<file path="src/rtl/serdesphy_seq_pkg.sv">
// Shared definitions for the SerDes PHY link sequencer: state encoding and
// default timing constants for a 24 MHz system clock.
package serdesphy_seq_pkg;

    localparam int SEQ_STATE_W = 3;

    typedef enum logic [SEQ_STATE_W-1:0] {
        ST_OFF      = 3'd0,
        ST_PWR_WAIT = 3'd1,
        ST_PLL_RST  = 3'd2,
        ST_PLL_LOCK = 3'd3,
        ST_CDR_RST  = 3'd4,
        ST_CDR_LOCK = 3'd5,
        ST_READY    = 3'd6,
        ST_FAULT    = 3'd7
    } seq_state_e;

    localparam int DEF_PWR_SETTLE_CYCLES = 48;
    localparam int DEF_PLL_RST_CYCLES    = 24;
    localparam int DEF_CDR_RST_CYCLES    = 24;
    localparam int DEF_LOCK_FILTER       = 8;
    localparam int DEF_LOCK_TIMEOUT      = 24000;

    function automatic int max_int(input int a, input int b);
        return (a > b) ? a : b;
    endfunction

endpackage

</file>
<file path="src/rtl/serdesphy_lock_filter.sv">
// Consecutive-high qualifier for a raw analog lock indication. 'qualified' is a
// look-ahead: it asserts in the cycle the FILTER_LEN-th consecutive high is seen.
module serdesphy_lock_filter #(
    parameter int FILTER_LEN = 8
) (
    input  logic clk,
    input  logic rst_n,
    input  logic clr,
    input  logic lock_in,
    output logic qualified
);

    localparam int CW = $clog2(FILTER_LEN + 1);
    localparam logic [CW-1:0] RUN_SAT  = CW'(FILTER_LEN);
    localparam logic [CW-1:0] RUN_LAST = CW'(FILTER_LEN - 1);

    logic [CW-1:0] run_cnt;

    always_ff @(posedge clk) begin
        if (!rst_n) begin
            run_cnt <= '0;
        end else if (clr || !lock_in) begin
            run_cnt <= '0;
        end else if (run_cnt != RUN_SAT) begin
            run_cnt <= run_cnt + CW'(1);
        end
    end

    assign qualified = lock_in && !clr && (run_cnt >= RUN_LAST);

endmodule

</file>
<file path="src/rtl/serdesphy_link_sequencer.sv">
// PHY bring-up sequencer: OFF -> power settle -> PLL reset/lock -> CDR reset/lock -> READY.
// Optional macro SERDESPHY_LOCK_TIMEOUT_EN enables lock-wait timeouts and the FAULT state.
module serdesphy_link_sequencer
    import serdesphy_seq_pkg::*;
#(
    parameter int PWR_SETTLE_CYCLES = DEF_PWR_SETTLE_CYCLES,
    parameter int PLL_RST_CYCLES    = DEF_PLL_RST_CYCLES,
    parameter int CDR_RST_CYCLES    = DEF_CDR_RST_CYCLES,
    parameter int LOCK_FILTER       = DEF_LOCK_FILTER,
    parameter int LOCK_TIMEOUT      = DEF_LOCK_TIMEOUT
) (
    input  logic       clk,
    input  logic       rst_n,
    input  logic       phy_en,
    input  logic       power_good,
    input  logic       pll_bypass,
    input  logic       pll_rst_req,
    input  logic       cdr_rst_req,
    input  logic       pll_lock,
    input  logic       cdr_lock,
    output logic       ana_iso,
    output logic       pll_rst_out,
    output logic       cdr_rst_out,
    output logic       por_active,
    output logic       por_complete,
    output logic       pll_ready,
    output logic       phy_ready,
    output logic       pll_error,
    output logic [2:0] seq_state
);

    localparam int CNT_MAX_PARAM = max_int(max_int(max_int(PWR_SETTLE_CYCLES, PLL_RST_CYCLES),
                                                   max_int(CDR_RST_CYCLES, LOCK_FILTER)),
                                           LOCK_TIMEOUT);
    localparam int CNT_W = $clog2(CNT_MAX_PARAM) + 1;

    // Dwell comparisons fire on the last cycle of occupancy so the state lasts exactly N cycles
    localparam logic [CNT_W-1:0] PWR_LAST     = CNT_W'(PWR_SETTLE_CYCLES - 1);
    localparam logic [CNT_W-1:0] PLL_RST_LAST = CNT_W'(PLL_RST_CYCLES - 1);
    localparam logic [CNT_W-1:0] CDR_RST_LAST = CNT_W'(CDR_RST_CYCLES - 1);

    seq_state_e       state;
    seq_state_e       state_nxt;
    logic [CNT_W-1:0] dwell_cnt;
    logic             pll_ready_q;
    logic             ready_set;
    logic             ready_clr;
    logic             pll_qual;
    logic             cdr_qual;
    logic             timeout_hit;
    logic             pll_filt_clr;
    logic             cdr_filt_clr;

    assign pll_filt_clr = (state != ST_PLL_LOCK);
    assign cdr_filt_clr = (state != ST_CDR_LOCK);

    serdesphy_lock_filter #(
        .FILTER_LEN (LOCK_FILTER)
    ) u_pll_filter (
        .clk       (clk),
        .rst_n     (rst_n),
        .clr       (pll_filt_clr),
        .lock_in   (pll_lock),
        .qualified (pll_qual)
    );

    serdesphy_lock_filter #(
        .FILTER_LEN (LOCK_FILTER)
    ) u_cdr_filter (
        .clk       (clk),
        .rst_n     (rst_n),
        .clr       (cdr_filt_clr),
        .lock_in   (cdr_lock),
        .qualified (cdr_qual)
    );

`ifdef SERDESPHY_LOCK_TIMEOUT_EN
    localparam logic [CNT_W-1:0] TIMEOUT_LAST = CNT_W'(LOCK_TIMEOUT - 1);
    assign timeout_hit = (dwell_cnt >= TIMEOUT_LAST);
`else
    assign timeout_hit = 1'b0;
`endif

    always_ff @(posedge clk) begin
        if (!rst_n) begin
            state       <= ST_OFF;
            dwell_cnt   <= '0;
            pll_ready_q <= 1'b0;
        end else begin
            state <= state_nxt;
            if (state_nxt != state) begin
                dwell_cnt <= '0;
            end else if (dwell_cnt != '1) begin
                dwell_cnt <= dwell_cnt + CNT_W'(1);
            end
            if (ready_clr) begin
                pll_ready_q <= 1'b0;
            end else if (ready_set) begin
                pll_ready_q <= 1'b1;
            end
        end
    end

    // Global overrides first, then software resets, then per-state progress
    always_comb begin
        state_nxt = state;
        ready_set = 1'b0;
        ready_clr = 1'b0;

        if (!phy_en || !power_good) begin
            state_nxt = ST_OFF;
        end else if (pll_rst_req && (state >= ST_PLL_LOCK) && (state <= ST_READY)) begin
            state_nxt = ST_PLL_RST;
        end else if (cdr_rst_req && (state == ST_CDR_LOCK || state == ST_READY)) begin
            state_nxt = ST_CDR_RST;
        end else begin
            case (state)
                ST_OFF:      state_nxt = ST_PWR_WAIT;
                ST_PWR_WAIT: if (dwell_cnt >= PWR_LAST) state_nxt = ST_PLL_RST;
                ST_PLL_RST: begin
                    if (dwell_cnt >= PLL_RST_LAST) begin
                        state_nxt = pll_bypass ? ST_CDR_RST : ST_PLL_LOCK;
                    end
                end
                ST_PLL_LOCK: begin
                    if (pll_qual) begin
                        state_nxt = ST_CDR_RST;
                    end else if (timeout_hit) begin
                        state_nxt = ST_FAULT;
                    end
                end
                ST_CDR_RST:  if (dwell_cnt >= CDR_RST_LAST) state_nxt = ST_CDR_LOCK;
                ST_CDR_LOCK: begin
                    if (cdr_qual) begin
                        state_nxt = ST_READY;
                    end else if (timeout_hit) begin
                        state_nxt = ST_FAULT;
                    end
                end
                ST_READY: begin
                    if (!pll_lock && !pll_bypass) begin
                        state_nxt = ST_PLL_RST;
                    end else if (!cdr_lock) begin
                        state_nxt = ST_CDR_RST;
                    end
                end
                ST_FAULT:    state_nxt = ST_FAULT;
            endcase
        end

        ready_clr = (state_nxt == ST_OFF) || (state_nxt == ST_PLL_RST) || (state_nxt == ST_FAULT);
        ready_set = (state_nxt == ST_CDR_RST) &&
                    ((state == ST_PLL_LOCK) || (state == ST_PLL_RST));
    end

    assign ana_iso      = (state == ST_OFF) || (state == ST_PWR_WAIT);
    assign pll_rst_out  = (state <= ST_PLL_RST);
    assign cdr_rst_out  = (state <= ST_CDR_RST) || (state == ST_FAULT);
    assign por_active   = (state >= ST_PWR_WAIT) && (state <= ST_CDR_LOCK);
    assign por_complete = (state == ST_READY);
    assign phy_ready    = (state == ST_READY);
    assign pll_ready    = pll_ready_q;
    assign seq_state    = state;

`ifdef SERDESPHY_LOCK_TIMEOUT_EN
    assign pll_error = (state == ST_FAULT);
`else
    assign pll_error = 1'b0;
`endif

endmodule
</file>
<file path="config.mk">
export PLATFORM = sky130hd
export DESIGN_NAME = serdesphy_link_sequencer
export DESIGN_NICKNAME = d
export VERILOG_FILES = /design/src/rtl/serdesphy_seq_pkg.sv /design/src/rtl/serdesphy_lock_filter.sv /design/src/rtl/serdesphy_link_sequencer.sv
export SDC_FILE = /design/constraint.sdc
export NUM_CORES = 1
export LEC_CHECK = 0
export ABC_AREA = 1
export BUFFER_PORTS_ARGS = -buffer_cell sky130_fd_sc_hd__buf_2
export CORE_AREA = 2 2 63 53
export DETAILED_ROUTE_END_ITERATION = 12
export DIE_AREA = 0 0 65 55
export GPL_TIMING_DRIVEN = 0
export PLACE_DENSITY = 0.86
export SLEW_MARGIN = 20
export SYNTH_ARGS = -nofsm -noshare
export SYNTH_HDL_FRONTEND = slang
export SYNTH_SLANG_ARGS = --single-unit
</file>
<file path="constraint.sdc">
create_clock -name clk -period 3.75 [get_ports clk]
set_input_delay 0 -clock clk [delete_from_list [all_inputs] [get_ports clk]]
set_output_delay 0 -clock clk [all_outputs]
set_load 0.005 [all_outputs]
</file>
# Word-level counts from Yosys, hierarchy flattened
# Cells that the tools add are included.
# word_totals
inputBits	9
elab_cells	79
regBits	28
output_inout_bits	11
# classes
n_bitwise	1
n_eq_ne	16
add_sub_neg	3
reduce_logical	32
muxes	12
n_lt_le_gt_ge	10
# op_table
operator	count
two-way mux 3 bit	11
one-hot mux 3 bit (8 select lines)	1
equality test 3 bit, second input constant	6
adder 16 x 1 -> 16 bit, second input constant	1
greater-or-equal comparator 16 x 5 -> 1 bit, second input constant	1
greater-or-equal comparator 16 x 6 -> 1 bit, second input constant	1
!= test 16 bit, second input constant	1
logical AND 1 bit	10
equality test 3 x 2 -> 1 bit, second input constant	3
less-or-equal comparator 3 bit, second input constant	3
logical OR 1 bit	9
adder 4 x 1 -> 4 bit, second input constant	2
greater-or-equal comparator 4 x 3 -> 1 bit, second input constant	2
!= test 4 bit, second input constant	2
OR reduction 2 bit	4
logical NOT 1 bit	7
logical NOT 3 bit	2
equality test 3 x 1 -> 1 bit, second input constant	1
greater-or-equal comparator 3 x 1 -> 1 bit, second input constant	1
greater-or-equal comparator 3 x 2 -> 1 bit, second input constant	1
less-or-equal comparator 3 x 2 -> 1 bit, second input constant	1
!= test 3 x 2 -> 1 bit, second input constant	1
!= test 3 bit	1
!= test 3 bit, second input constant	1
NOT 1 bit	1

# Longest topological paths before layout
# logic_depth
depth_word	13
depth_mapped	16
depth_no_buf	15

# Modules after synthesis
# A second synthesis with hierarchy kept.
# unflattened
hier_cells	284
hier_area_um2	1921.8
# modules_own_cells
module	instances	area_each_um2	cells_each	seq_area_each_um2
serdesphy_link_sequencer	1	1453.9	212	400.4
serdesphy_lock_filter	2	234.0	36	80.1

# Least setup slack after synthesis
# No wires, ideal clock.
# synth_path
kind	reg2reg
from	reg dwell_cnt[0]
to	reg dwell_cnt[14]
setup_time_ps	117
required_time_ps	3633
n_path_buf	1
arrival_time_ps	1685
stages_incl_launch_ff	16
period_less_slack_ps	1802
path_slack_ps	1948
cell_sequence	dfxtp_1 ha_1 nand2_1 nor2_1 o21ai_0 nand2_1 nand2_1 nand3_1 nand2_1 nand2_1 nand2_1 nand2_1 nand2_1 nand2_4 buf_6 nor2_2
# synth_between
elab_chain_len	8
elab_cells_between_ends	13
classes_between	1 x add/sub; 2 x order compare; 2 x eq/ne; 7 x mux; 1 x reduce/logical
# synth_rtl
element	line_no	source
from (decl)	serdesphy_link_sequencer.sv:44	logic [CNT_W-1:0] dwell_cnt;
from (signal assigned)	serdesphy_link_sequencer.sv:94	dwell_cnt <= dwell_cnt + CNT_W'(1);
greater-or-equal comparator 16 x 5 -> 1 bit / greater-or-equal comparator 16 x 6 -> 1 bit (equally long branches)	serdesphy_link_sequencer.sv:121, serdesphy_link_sequencer.sv:132, serdesphy_link_sequencer.sv:119	
two-way mux 3 bit (on tied branches)	serdesphy_link_sequencer.sv:132, serdesphy_link_sequencer.sv:119, serdesphy_link_sequencer.sv:121	
one-hot mux 3 bit (8 select lines)	serdesphy_link_sequencer.sv:117	case (state)
two-way mux 3 bit	serdesphy_link_sequencer.sv:114	end else if (cdr_rst_req && (state == ST_CDR_LOCK || state == ST_READY)) begin
two-way mux 3 bit	serdesphy_link_sequencer.sv:112	end else if (pll_rst_req && (state >= ST_PLL_LOCK) && (state <= ST_READY)) begin
two-way mux 3 bit	serdesphy_link_sequencer.sv:110	if (!phy_en || !power_good) begin
!= test 3 bit	serdesphy_link_sequencer.sv:91	if (state_nxt != state) begin
OR reduction 2 bit (no source line)	--	
# Parallel ways exist; a longest one is shown, timed or not.
# A chain may end at the register's enable or synchronous reset.

# Final worst setup path
# layout_path
from	reg dwell_cnt[0]
to	reg dwell_cnt[11]
# The elaborated chain is that of the path after synthesis.

==> flow_summary.ini <==
[setup_path]
endpoint_kind = flop
cp_top_family = simple AND/OR/NAND/NOR gates
max_stage_delay_ns = 0.40
critPathLaunch = dwell_cnt[0]$_SDFFE_PP0P_
critPathBufInv = 1
cp-start-kind = flop
worstPathCellList = ha_1, nand2_1, nor2_1, o21ai_0, nand2_1, nand2_1, nand3_1, nand2_1, nand2_1, nand2_1, nand2_1, nand2_1, nand2_4, buf_6, nor2_2
cp.required_ns = 3.93
cp_max_fo = 10
crit_type = flop to flop
path_common_cell = nand2_1
crit_slowest_cell = dfxtp_1
critical_path_arrival_ns = 2.28
r2r_start = dwell_cnt[0]$_SDFFE_PP0P_

[floorplanning]
die_w_um = 65
row_count = 18
io_pins = 20
core_um2 = 2950
die_h_um = 55
die_area_um2 = 3580
start_util_pct = 60.0

[sta]
hold_viol = 0
setup_tns_ns = 0
rsz0062_at_grt = false
tightestPinTransition_ns = 0.494
timing.fmax_mhz = 476
skew_ns = 0.00585
relSlewSlack_pct = 66.8
finalSetupViolations = 0
fin_crit_ns = 2.10
slew_viol_final = 0
period_share_pct = 56.0

[yosys]
async_reset_ff_share_pct = 0
synth_seq_cells = 28
avgSynthCellArea_um2 = 6.56
synth_area_um2 = 1770
synth-edff-count = 0
yosysTopAreaCellShare_pct = 31.7
synth_common_cells = nand2_1 (58), nor2_1 (44), inv_1 (35)
synth_top_area_cell = dfxtp_1
ys_warn_count = 0
synth_nets = 284
synthCells = 270
yosys-top-cells-area = dfxtp_1 (32%), nand2_1 (12%), nor2_1 (9.3%)
seq_area_frac_synth_pct = 31.7
synthFlopType = dfxtp_1
synth_cell_types = 32
yosysMostFrequentCell = nand2_1

[drt]
drt_pass1_iterations = 4
drc_errors = 0
drt_iter0_markers = 77
vias = 1678
routed_wl_um = 3450
routed_via_density = 5.05
routedWlPerCell_um = 10.4
drtAntennaViolNets = 0

[layout]
multiInputGateArea_um2 = 1030
seqCellArea_um2 = 561
num-fill-cells = 280
synthToLayoutAreaGrowth_pct = 11.0
num_antenna_cells = 0
nets = 307
drive_gt1_share_pct = 16.4
post-route-util_pct = 66.6

[global_route]
grt_antenna_before_repair = 0
grt_pass1_vias = 1375
grt_max_degree = 16
grt_first_pass_wirelength_um = 5730
track_usage_pct = 20.5
grt_overflow = 0

[outcome]
status = finished, final reports clean

[clocking]
cts_root_buffer = clkbuf_8
cts_hold_buffers = 0
cts.sinks = 28
post-cts-setup-buffer-count = 0
post_cts_resized = 0
clkTransAtPathRegs_ns = 0.09
clock_latency_ns = 0.28
cts_buffer_depth = 2
h-tree-depth = 1
cts_tree = built
cts_buffers = 3

[pwr]
peakVddDrop_uv = 261
power_leakage_nw = 0.949
power_mw = 0.526
powerDensity_nw_per_um2 = 267

[placed_design]
port_buffers = 18
globalplace.congestion = 0.893
dp_hpwl_um = 2710

[hold_path]
hold_start = rst_n
hp-class = input pin to flop

[run]
maxCapViolations = 0
## tightest hold or removal path: cells and delay by family
family | cells | cell delay [ns]
AND/OR/NAND/NOR | 1 | 0.05
buffers and inverters | 2 | 0.22
## cells in the final DEF, fill, tap and decap left out, types with 2 or more instances in the layout
master / n
nand2_1: 58
nor2_1: 44
inv_1: 35
dfxtp_1: 28
nand3_1: 21
buf_2: 18
xor2_1: 11
o21ai_0: 11
nor2_2: 10
a21oi_1: 10
nor3_1: 7
ha_1: 5
buf_4: 4
clkbuf_8: 4
nand4_1: 3
inv_2: 2
nand3_2: 2
nor2_4: 2
nor3b_1: 2
## final cells by class
type	count	area share, %
plain buffers	5	2.10
clock buffers	4	2.80
inverters	38	7.26
multi-input cells	199	52.2
flip-flops and latches	28	28.5
well taps	40	2.55
repair buffers	18	4.58
## power breakdown
part	switching, mW	leakage (nW)	internal [mW]	total (mW)
clock network	0.0924	0.0288	0.0942	0.187
registers	0.00303	0.226	0.300	0.303
logic	0.0215	0.695	0.0145	0.0360
total	0.117	0.949	0.409	0.526
## registers in the layout, indices dropped and copies added (netlist names)
register / count
u_pll_filter.run_cnt: 4
seq_state: 3
pll_ready: 1
u_cdr_filter.run_cnt: 4
dwell_cnt: 16
## through the flow
step                cell area, um^2  instances  worst slack [ns]  hold WS (ns)
finish                         1970        332              1.65        0.0351
detailed placement             1910        328              1.66         0.332
CTS                            1970        332              1.65        0.0253
floorplan                      1770        270              1.95         0.152
global placement               1910        328              1.73         0.327
global route                   1970        332              1.37        0.0158
## final timing paths
| path | cells after the start | slack [ns] | endpoint |
|---|---|---|---|
| max | 15 | 1.65 | dwell_cnt[11]$_SDFFE_PP0P_ |
| min | 3 | 0.04 | seq_state[1]$_SDFF_PN0_ |
| max reg2reg | 15 | 1.65 | dwell_cnt[11]$_SDFFE_PP0P_ |
| min reg2reg | 2 | 0.56 | u_pll_filter.run_cnt[3]$_SDFFE_PP0P_ |
## metal layers
layer,track usage (%),up-vias,part of all wire (%)
li1,-,893,-
met4,6.03,0,1.1
met3,4.25,5,6.0
met2,35.1,52,43
met5,0,-,0
met1,26.7,728,50
## cells by family after synthesis
family                   count (synthesis)  share of synthesized area, %
AND/OR/NAND/NOR                        155                          39.9
buffers and inverters                   43                          10.4
flip-flops                              28                          31.7
AO/OA/AOI/OAI                           26                          8.34
XOR/XNOR                                11                          5.44
adder cells (fa/ha/maj)                  5                          3.53
other                                    1                         0.212
multiplexers                             1                         0.565
(Power assumes the default switching activity.)
